[src/rtl/dlfloat_div.sv]
// DLfloat16 sequential divider c = a / b using a 12-step restoring mantissa divide.
// Latency: 13 cycles from accept to out_valid, including special operands.
// Backpressure: in_ready is low while busy; the result is held stable in DONE until out_ready.
// Optional feature: define DLFLOAT_DIV_RNE_EN for round-to-nearest-even (default truncates).
module dlfloat_div (
  input  logic        clk,
  input  logic        rst_n,
  input  logic        in_valid,
  output logic        in_ready,
  input  logic [15:0] a,
  input  logic [15:0] b,
  output logic        out_valid,
  input  logic        out_ready,
  output logic [15:0] c,
  output logic        flag_dz,
  output logic        flag_nv
);

  typedef enum logic [1:0] {S_IDLE, S_DIV, S_NORM, S_DONE} state_t;
  typedef enum logic [1:0] {SP_NONE, SP_NAN, SP_INF, SP_ZERO} special_t;

  state_t           state_q, state_d;
  special_t         sp_q, sp_d;
  logic             dz_pend_q, dz_pend_d;
  logic             sign_q;
  logic [9:0]       mb_q;
  logic [10:0]      r_q, r_d;
  logic [11:0]      q_q, q_d;
  logic [3:0]       count_q;
  logic signed [7:0] ediff_q;
  logic [15:0]      c_q, c_d;
  logic             dz_q, nv_q;

  logic a_zero, a_inf, a_nan, b_zero, b_inf, b_nan;
  logic r_ge;
  logic [9:0] r_sub;

  assign a_zero = (a[14:9] == 6'd0);
  assign b_zero = (b[14:9] == 6'd0);
  assign a_inf  = (a[14:9] == 6'h3F) && (a[8:0] == 9'd0);
  assign b_inf  = (b[14:9] == 6'h3F) && (b[8:0] == 9'd0);
  assign a_nan  = (a[14:9] == 6'h3F) && (a[8:0] != 9'd0);
  assign b_nan  = (b[14:9] == 6'h3F) && (b[8:0] != 9'd0);

  assign in_ready  = (state_q == S_IDLE);
  assign out_valid = (state_q == S_DONE);
  assign c         = c_q;
  assign flag_dz   = dz_q;
  assign flag_nv   = nv_q;

  // Classify operands at accept time; first matching rule wins.
  always_comb begin
    sp_d      = SP_NONE;
    dz_pend_d = 1'b0;
    if (a_nan || b_nan)                          sp_d = SP_NAN;
    else if ((a_zero && b_zero) || (a_inf && b_inf)) sp_d = SP_NAN;
    else if (a_inf)                              sp_d = SP_INF;
    else if (b_zero) begin
      sp_d      = SP_INF;
      dz_pend_d = 1'b1;
    end
    else if (a_zero || b_inf)                    sp_d = SP_ZERO;
  end

  // One restoring step: subtract divisor when it fits, shift remainder left.
  always_comb begin
    r_ge  = (r_q >= {1'b0, mb_q});
    r_sub = r_ge ? 10'(r_q - {1'b0, mb_q}) : r_q[9:0];
    r_d   = {r_sub, 1'b0};
    q_d   = {q_q[10:0], r_ge};
  end

  // Normalise, round, range-check and apply special overrides to form the result.
  always_comb begin
    logic [8:0]        mant_n, mant_r;
    logic signed [7:0] e_n, e_r;
`ifdef DLFLOAT_DIV_RNE_EN
    logic       guard_n, sticky_n, round_up;
    logic [9:0] mant_inc;
`endif
    if (q_q[11]) begin
      mant_n = q_q[10:2];
      e_n    = ediff_q;
    end else begin
      mant_n = q_q[9:1];
      e_n    = ediff_q - 8'sd1;
    end
`ifdef DLFLOAT_DIV_RNE_EN
    guard_n  = q_q[11] ? q_q[1] : q_q[0];
    sticky_n = (q_q[11] & q_q[0]) | (r_q != 11'd0);
    round_up = guard_n & (sticky_n | mant_n[0]);
    mant_inc = {1'b0, mant_n} + {9'd0, round_up};
    mant_r   = mant_inc[8:0];
    e_r      = mant_inc[9] ? e_n + 8'sd1 : e_n;
`else
    mant_r   = mant_n;
    e_r      = e_n;
`endif
    if (e_r <= 8'sd0)       c_d = {sign_q, 15'd0};
    else if (e_r >= 8'sd63) c_d = {sign_q, 6'h3F, 9'd0};
    else                    c_d = {sign_q, e_r[5:0], mant_r};
    case (sp_q)
      SP_NAN:  c_d = 16'h7FFF;
      SP_INF:  c_d = {sign_q, 6'h3F, 9'd0};
      SP_ZERO: c_d = {sign_q, 15'd0};
      default: ;
    endcase
  end

  // Control state register.
  always_ff @(posedge clk or negedge rst_n) begin
    if (!rst_n) state_q <= S_IDLE;
    else        state_q <= state_d;
  end

  // Next-state: accept, 12 divide steps, normalise, then hold until consumed.
  always_comb begin
    state_d = state_q;
    case (state_q)
      S_IDLE: if (in_valid) state_d = S_DIV;
      S_DIV:  if (count_q == 4'd11) state_d = S_NORM;
      S_NORM: state_d = S_DONE;
      S_DONE: if (out_ready) state_d = S_IDLE;
      default: state_d = S_IDLE;
    endcase
  end

  // Datapath registers: operand latch, iteration, and result capture.
  always_ff @(posedge clk or negedge rst_n) begin
    if (!rst_n) begin
      sp_q      <= SP_NONE;
      dz_pend_q <= 1'b0;
      sign_q    <= 1'b0;
      mb_q      <= 10'd0;
      r_q       <= 11'd0;
      q_q       <= 12'd0;
      count_q   <= 4'd0;
      ediff_q   <= 8'sd0;
      c_q       <= 16'h0000;
      dz_q      <= 1'b0;
      nv_q      <= 1'b0;
    end else begin
      case (state_q)
        S_IDLE: if (in_valid) begin
          sp_q      <= sp_d;
          dz_pend_q <= dz_pend_d;
          sign_q    <= a[15] ^ b[15];
          mb_q      <= {1'b1, b[8:0]};
          r_q       <= {2'b01, a[8:0]};
          q_q       <= 12'd0;
          count_q   <= 4'd0;
          ediff_q   <= $signed({2'b00, a[14:9]}) - $signed({2'b00, b[14:9]}) + 8'sd31;
        end
        S_DIV: begin
          r_q     <= r_d;
          q_q     <= q_d;
          count_q <= count_q + 4'd1;
        end
        S_NORM: begin
          c_q  <= c_d;
          dz_q <= dz_pend_q;
          nv_q <= (sp_q == SP_NAN);
        end
        default: ;
      endcase
    end
  end

endmodule
[config.mk]
export PLATFORM = sky130hd
export DESIGN_NAME = dlfloat_div
export DESIGN_NICKNAME = d
export VERILOG_FILES = /design/src/rtl/dlfloat_div.sv
export SDC_FILE = /design/constraint.sdc
export NUM_CORES = 1
export LEC_CHECK = 0
export ABC_AREA = 0
export CORE_MARGIN = 5
export CORE_UTILIZATION = 60
export CTS_BUF_LIST = sky130_fd_sc_hd__clkbuf_4 sky130_fd_sc_hd__clkbuf_8 sky130_fd_sc_hd__clkbuf_16
export DETAILED_ROUTE_END_ITERATION = 6
export GPL_TIMING_DRIVEN = 0
export PLACE_DENSITY = 0.82
export SLEW_MARGIN = 20
export SYNTH_ARGS = -nofsm -noshare
export SYNTH_HDL_FRONTEND = slang
export SYNTH_SLANG_ARGS = --single-unit
[constraint.sdc]
create_clock -name clk -period 4.1 [get_ports clk]
set_input_delay 0.41 -clock clk [delete_from_list [all_inputs] [get_ports clk]]
set_output_delay 0.41 -clock clk [all_outputs]
set_load 0.01 [all_outputs]
==> run metrics, run 1 <==
TritonCTS clock tree yes; total of max-cap violations 0; Post-CTS Hold Buffers 1; most frequent cells in the layout dfrtp_1, clkdlybuf4s50_1, nand2_1; Reg area 1730 µm²; Max Root-Sink Buffers 2; period utilisation layout 65.3%; Internal 2.23 mW; layout cells sized above 1 8.52%; number of routed nets with antenna violations 0; relative slew slack 54.1%; DRC errors left 0; clock skew 0.00863 ns; register area share after synthesis 40.5%; Setup CP Type reg -> reg; post-synth top area share 40.5%; final wirelength 10.1 mm; antenna cells 0; Post-Syn Area 4260 µm²; fmax 374 MHz; Inst Count DP 607; asr flop ratio synth 100%; Die ar. 8890 µm²; Post-CTS Resized 0; clock sink count 69; clk root buf clkbuf_8; Synth Area in Simple Gates 16.9%; post-synthesis mux area share 4.67%; worst skew pair latency 0.34 ns; Worst EP arrival 2.93 ns; io pins 56; status completed; reg2reg setup slack 1.42 ns; Clock power frac 14.1%; area occupied by multi-input gates 2340 µm²; EDFF count, synth 0; commonest register cell after synthesis dfrtp_1; Post-Synth XOR/XNOR Area 4.73%; core area 6870 µm²; Adder-Cell Fraction of Synth Area 8.87%; Placer Congestion 0.929; sequential fraction of design power 28.3%; All-Layer GR Usage 24.3%; Worst setup endpoint r_q[2]; cts bufs inserted 9; DRT iter0 DRCs 197; Lkg Pwr 2.19 nW; cells after synthesis 455; sw power 1.77 mW; antenna violations before repair 0; switch share 44.2%; TritonRoute pass-1 iters 4; vias per inst 5.87; Critical Path Sink Type flop; Final Max Tran Viols 0; largest net degree at the start of global routing 44; # port buffers 55; Final setup viols 0; Area growth syn-to-layout 21.0%; gr busiest metal met2; YS warnings 0; RR Startpoint r_q[8]; worst r2r dst r_q[2]; top cells by area, synth dfrtp_1, ha_1, o21ai_0; RSZ-0062 raised after global routing no; M3 GR Usage 3.45%; filler cell count 496; Compound-Gate Fraction of Synth Area 19.7%; Starting Density 62.0%; num rows 30; clock-pin slew on the worst setup and hold paths 0.08 ns; first-pass GRT wire length 16.8 mm; Netlist cell types 56; CP max FO 9; M1 GR Usage 32.4%; Logic pwr share 57.6%; vias after detailed routing 3,661; final hold vios 0; drt wl/cell 16.2 µm; Worst Tran Pin Value 0.687 ns; leading cell type in the layout, fill and taps excluded dfrtp_1; Seq cells post-synth 69; GRT overflow 0; Hold Path Class reg -> reg; met2 Use GR 39.4%; Power Total 4.00 mW; Total Neg Setup Slack 0 ns; area leader, netlist dfrtp_1; Setup crit start kind flop; synthesized area per cell 9.37 µm²; first element of the critical path r_q[8]; vias in the first global route 3,580; Die H 94.3 µm; Max H-tree Level 3; cell depth of the worst flop-to-flop path 8; Setup Buffers After CTS 0; Peak supply drop 0.509 mV; main combinational cell family by area after synthesis compound AO/OA/AOI/OAI gates; final critical-path required period 2.68 ns; pwr/cell area 776 nW/µm²; Crit path required time 4.36 ns; final net count 588; syn nets 520; Final Non-Filler Cells 624; DP HPWL 7.77 mm; chip width 94.3 µm
state kept, by name, summed over array words and instances, names as in the netlist:
register	count
flag_nv	1
state_q	2
mb_q	10
sign_q	1
count_q	4
c	16
ediff_q	8
sp_q	2
q_q	12
r_q	11
flag_dz	1
dz_pend_q	1
stage by stage:
stage	utilization [%]	area, µm²	hold WS (ns)	worst slack [ns]
after global routing	75.1	5160	0.482	1.29
final	75.1	5160	0.452	1.42
after global placement	71.8	4930	0.439	0.363
after floorplan	-	4260	0.114	1.78
after detailed placement	72.1	4950	0.347	1.24
after CTS	75.1	5160	0.454	1.45
worst min path at each step:
stage | startpoint | to | slack (ns) | cells after the start
6_report | mb_q[9] | mb_q[9] | 0.45 | 2
5_1_grt | mb_q[9] | mb_q[9] | 0.48 | 2
4_1_cts | mb_q[9] | mb_q[9] | 0.45 | 2
3_5_place_dp | rst_n | c[14] | 0.35 | 1
3_3_place_gp | mb_q[9] | mb_q[9] | 0.44 | 2
2_1_floorplan | rst_n | c[0] | 0.11 | 0
cells by family after synthesis:
| family | after synthesis |
|---|---|
| muxes | 19 |
| buffers and inverters | 49 |
| xor gates and xnor gates | 23 |
| DFF | 69 |
| adders and majority gates | 29 |
| AOI/OAI and AO/OA | 120 |
| and+or+nand+nor | 146 |
Yosys cell counts, types with 3 or more instances:
cell type / number
a21oi_1: 14
nor3_1: 11
nand3_1: 8
ha_1: 27
nand4_1: 3
mux2_2: 7
or3_1: 5
a22o_1: 12
a21o_1: 4
dfrtp_1: 69
xor2_1: 9
and3_1: 3
nor2b_1: 6
mux2i_1: 12
a211oi_1: 12
a31oi_1: 10
nor2_1: 38
nand2_1: 46
inv_1: 34
o21ai_0: 37
o22ai_1: 3
o31ai_1: 4
or2_2: 4
xnor2_1: 14
nor4_1: 5
nor3b_1: 3
clkbuf_1: 11
a211oi_2: 5
nand2b_1: 5
layer usage:
metal | up-vias | wire length [µm]
li1 | 1768 | -
met1 | 1735 | 4390
met2 | 133 | 4960
met3 | 25 | 501
met4 | 0 | 254
met5 | - | 0
layout make-up:
class	count	share of cell area, %
multi-input combinational	337	45.3
timing repair buffer	57	11.2
clock inverter	7	1.43
inverter	34	2.47
clock buffer	9	2.40
buffer	15	1.36
sequential	69	33.5
tap	96	2.33
power by group through the flow:
stage	logic, mW	registers (mW)	clock network (mW)
after global routing	2.56	1.17	0.604
after global placement	2.18	1.13	0
after detailed placement	2.26	1.15	0
after CTS	2.30	1.13	0.565
final	2.31	1.13	0.564
after floorplan	1.60	1.14	0
critical path, stage by stage, from the launching register on:
cell	delay (ns)
dfrtp_1	0.44
ha_1	0.35
a21o_1	0.22
a211o_1	0.31
a41oi_1	0.35
o31a_1	0.20
buf_2	0.22
mux2_2	0.35
o21ai_0	0.15
Power figures use the tool's default switching activity.
==> run 2, diff against run 1 <==
Settings changed: CORE_UTILIZATION 60 to 56, PLACE_DENSITY 0.82 to 0.77.
Clock period 4.1 ns to 2.5 ns, I/O delays scaled along.
==> run metrics, run 2 (synthesis gave the netlist of run 1 again) <==
GRT overflow 0 (unchanged); relative slew slack 52.9% (was 54.1%); TritonCTS clock tree yes (unchanged); Lkg Pwr 2.21 nW (was 2.19 nW); Final setup viols 0 (unchanged); worst r2r dst r_q[2] (unchanged); reg2reg setup slack 0.12 ns (was 1.42 ns); first-pass GRT wire length 16.6 mm (was 16.8 mm); Crit path required time 2.76 ns (was 4.36 ns); largest net degree at the start of global routing 42 (was 44); total of max-cap violations 0 (unchanged); Top delay family on crit path compound AO/OA/AOI/OAI gates (unchanged); RSZ-0062 raised after global routing no (unchanged); Crit-path slowest cell dfrtp_1 (unchanged); clock skew 0.0147 ns (was 0.00863 ns); drt wl/cell 16.0 µm (was 16.2 µm); fmax 419 MHz (was 374 MHz); first element of the critical path mb_q[8] (was r_q[8]); Max H-tree Level 3 (unchanged); Critical Path Sink Type flop (unchanged); Final Cell Area 5240 µm² (was 5160 µm²); M1 WL 4.31 mm (was 4.39 mm); period utilisation layout 95.4% (was 65.3%); chip width 97.2 µm (was 94.3 µm); cts bufs inserted 9 (unchanged); vias in the first global route 3,546 (was 3,580); clock sink count 69 (unchanged); RR Startpoint mb_q[8] (was r_q[8]); Die ar. 9450 µm² (was 8890 µm²); clock-pin slew on the worst setup and hold paths 0.08 ns (about the same); Worst setup endpoint r_q[2] (unchanged); # port buffers 55 (unchanged); antenna cells 0 (unchanged); final hold vios 0 (unchanged); critical path depth 9 (was 8); antenna violations before repair 0 (unchanged); pwr/cell area 1280 nW/µm² (was 776 nW/µm²); status completed (unchanged); Setup CP Type reg -> reg (unchanged); Starting Density 58.1% (was 62.0%); max reg flops 16 (unchanged); fin util 71.5% (was 75.1%); All-Layer GR Usage 21.1% (was 24.3%); number of routed nets with antenna violations 0 (unchanged); WL met3 536 µm (was 501 µm); Worst Tran Pin Value 0.705 ns (was 0.687 ns); Hold Path Class in -> async (was reg -> reg); Final Max Tran Viols 0 (unchanged); Placer Congestion 0.889 (was 0.929); num rows 31 (was 30); Max Root-Sink Buffers 2 (unchanged); final wirelength 10.0 mm (was 10.1 mm); crit path cell chain inv_1 > ha_4 > a21o_1 > a211o_1 > a41oi_2 > o31a_1 > buf_6 > mux2_2 > o21ai_0 (was ha_1 > a21o_1 > a211o_1 > a41oi_1 > o31a_1 > buf_2 > mux2_2 > o21ai_0); crit-path max cell delay 0.37 ns (was 0.44 ns); io pins 56 (unchanged); Power Total 6.72 mW (was 4.00 mW); highest routed layer met4 (unchanged); DP HPWL 7.74 mm (was 7.77 mm); Post-DP Area 4950 µm² (about the same); Die H 97.2 µm (was 94.3 µm); vias per inst 5.81 (was 5.87); Setup crit start kind flop (unchanged); CP max FO 9 (unchanged); core area 7330 µm² (was 6870 µm²); cell depth of the worst flop-to-flop path 9 (was 8); TritonRoute pass-1 iters 5 (was 4); final net count 588 (unchanged); leading cell type in the layout, fill and taps excluded dfrtp_1 (unchanged); Peak supply drop 0.768 mV (was 0.509 mV); DRC errors left 0 (unchanged); worst skew pair latency 0.35 ns (was 0.34 ns); vias after detailed routing 3,645 (was 3,661); WP buf/inv 2 (was 1); layout cells sized above 1 9.66% (was 8.52%); DRT iter0 DRCs 138 (was 197); final critical-path required period 2.38 ns (was 2.68 ns); most frequent cells in the layout dfrtp_1, clkdlybuf4s50_1, nand2_1 (unchanged); clk root buf clkbuf_8 (unchanged); Area growth syn-to-layout 23.0% (was 21.0%); Worst EP arrival 2.65 ns (was 2.93 ns); met2 routed WL 4.91 mm (was 4.96 mm)
==> run 2: area by class of cell <==
| cell class | count | area [µm²] |
|---|---|---|
| fillers | 543 | 2090 |
| plain buffers | 15 | 76.3 |
| inverters | 34 | 128 |
| flip-flops and latches | 69 | 1730 |
| repair buffers | 57 | 578 |
| clock buffers | 9 | 124 |
| well taps | 99 | 124 |
| clock inverters | 7 | 98.8 |
| multi-input cells | 337 | 2390 |
==> run 2: worst register-to-register path: stages, from the launching register on <==
cell and delay, ns:
dfrtp_1 0.37, inv_1 0.12, ha_4 0.23, a21o_1 0.19
a211o_1 0.32, a41oi_2 0.25, o31a_1 0.20, buf_6 0.14
mux2_2 0.34, o21ai_0 0.14
==> run 2: worst min path at each step <==
stage	to	depth (start not counted)
after floorplan	c[0]	0
after global placement	mb_q[9]	2
after detailed placement	c[10]	1
after CTS	c[10]	2
after global routing	c[11]	2
final	c[10]	2
==> run 2: power breakdown <==
part	internal (mW)	total (mW)	switching [mW]
clock network	0.567	1.03	0.467
logic	1.70	3.83	2.13
registers	1.56	1.86	0.299
total	3.82	6.72	2.89
==> run 2: timing repair <==
item | CTS | global route
setup endpoints to repair | 2 | 7
pin swaps | 0 | 1
buffers inserted | 0 | 0
hold buffers | 1 | 0
hold endpoints to repair | 28 | 0
resized for setup | 2 | 7
==> run 2: metal layers <==
metal | global-route usage (%) | vias up
li1 | - | 1765
met1 | 26.7 | 1741
met2 | 35.9 | 117
met3 | 5.03 | 22
met4 | 6.71 | 0
met5 | 0 | -
==> run 2: through the flow <==
stage          setup WS [ns]  TNS (ns)  instances  hold WS [ns]
6_report               0.116         0        627         0.366
5_1_grt              0.00786         0        627         0.395
4_1_cts               0.0316         0        627         0.370
3_5_place_dp          -0.227    -0.648        610         0.197
3_3_place_gp           -1.06    -73.51        609         0.441
2_1_floorplan          0.185         0        455       -0.0456
==> run 3, diff against run 2 <==
Settings changed: CAP_MARGIN set to 25.
==> results of run 3 <==
Same layout as run 2: the final DEF is identical, and so are final timing and power.
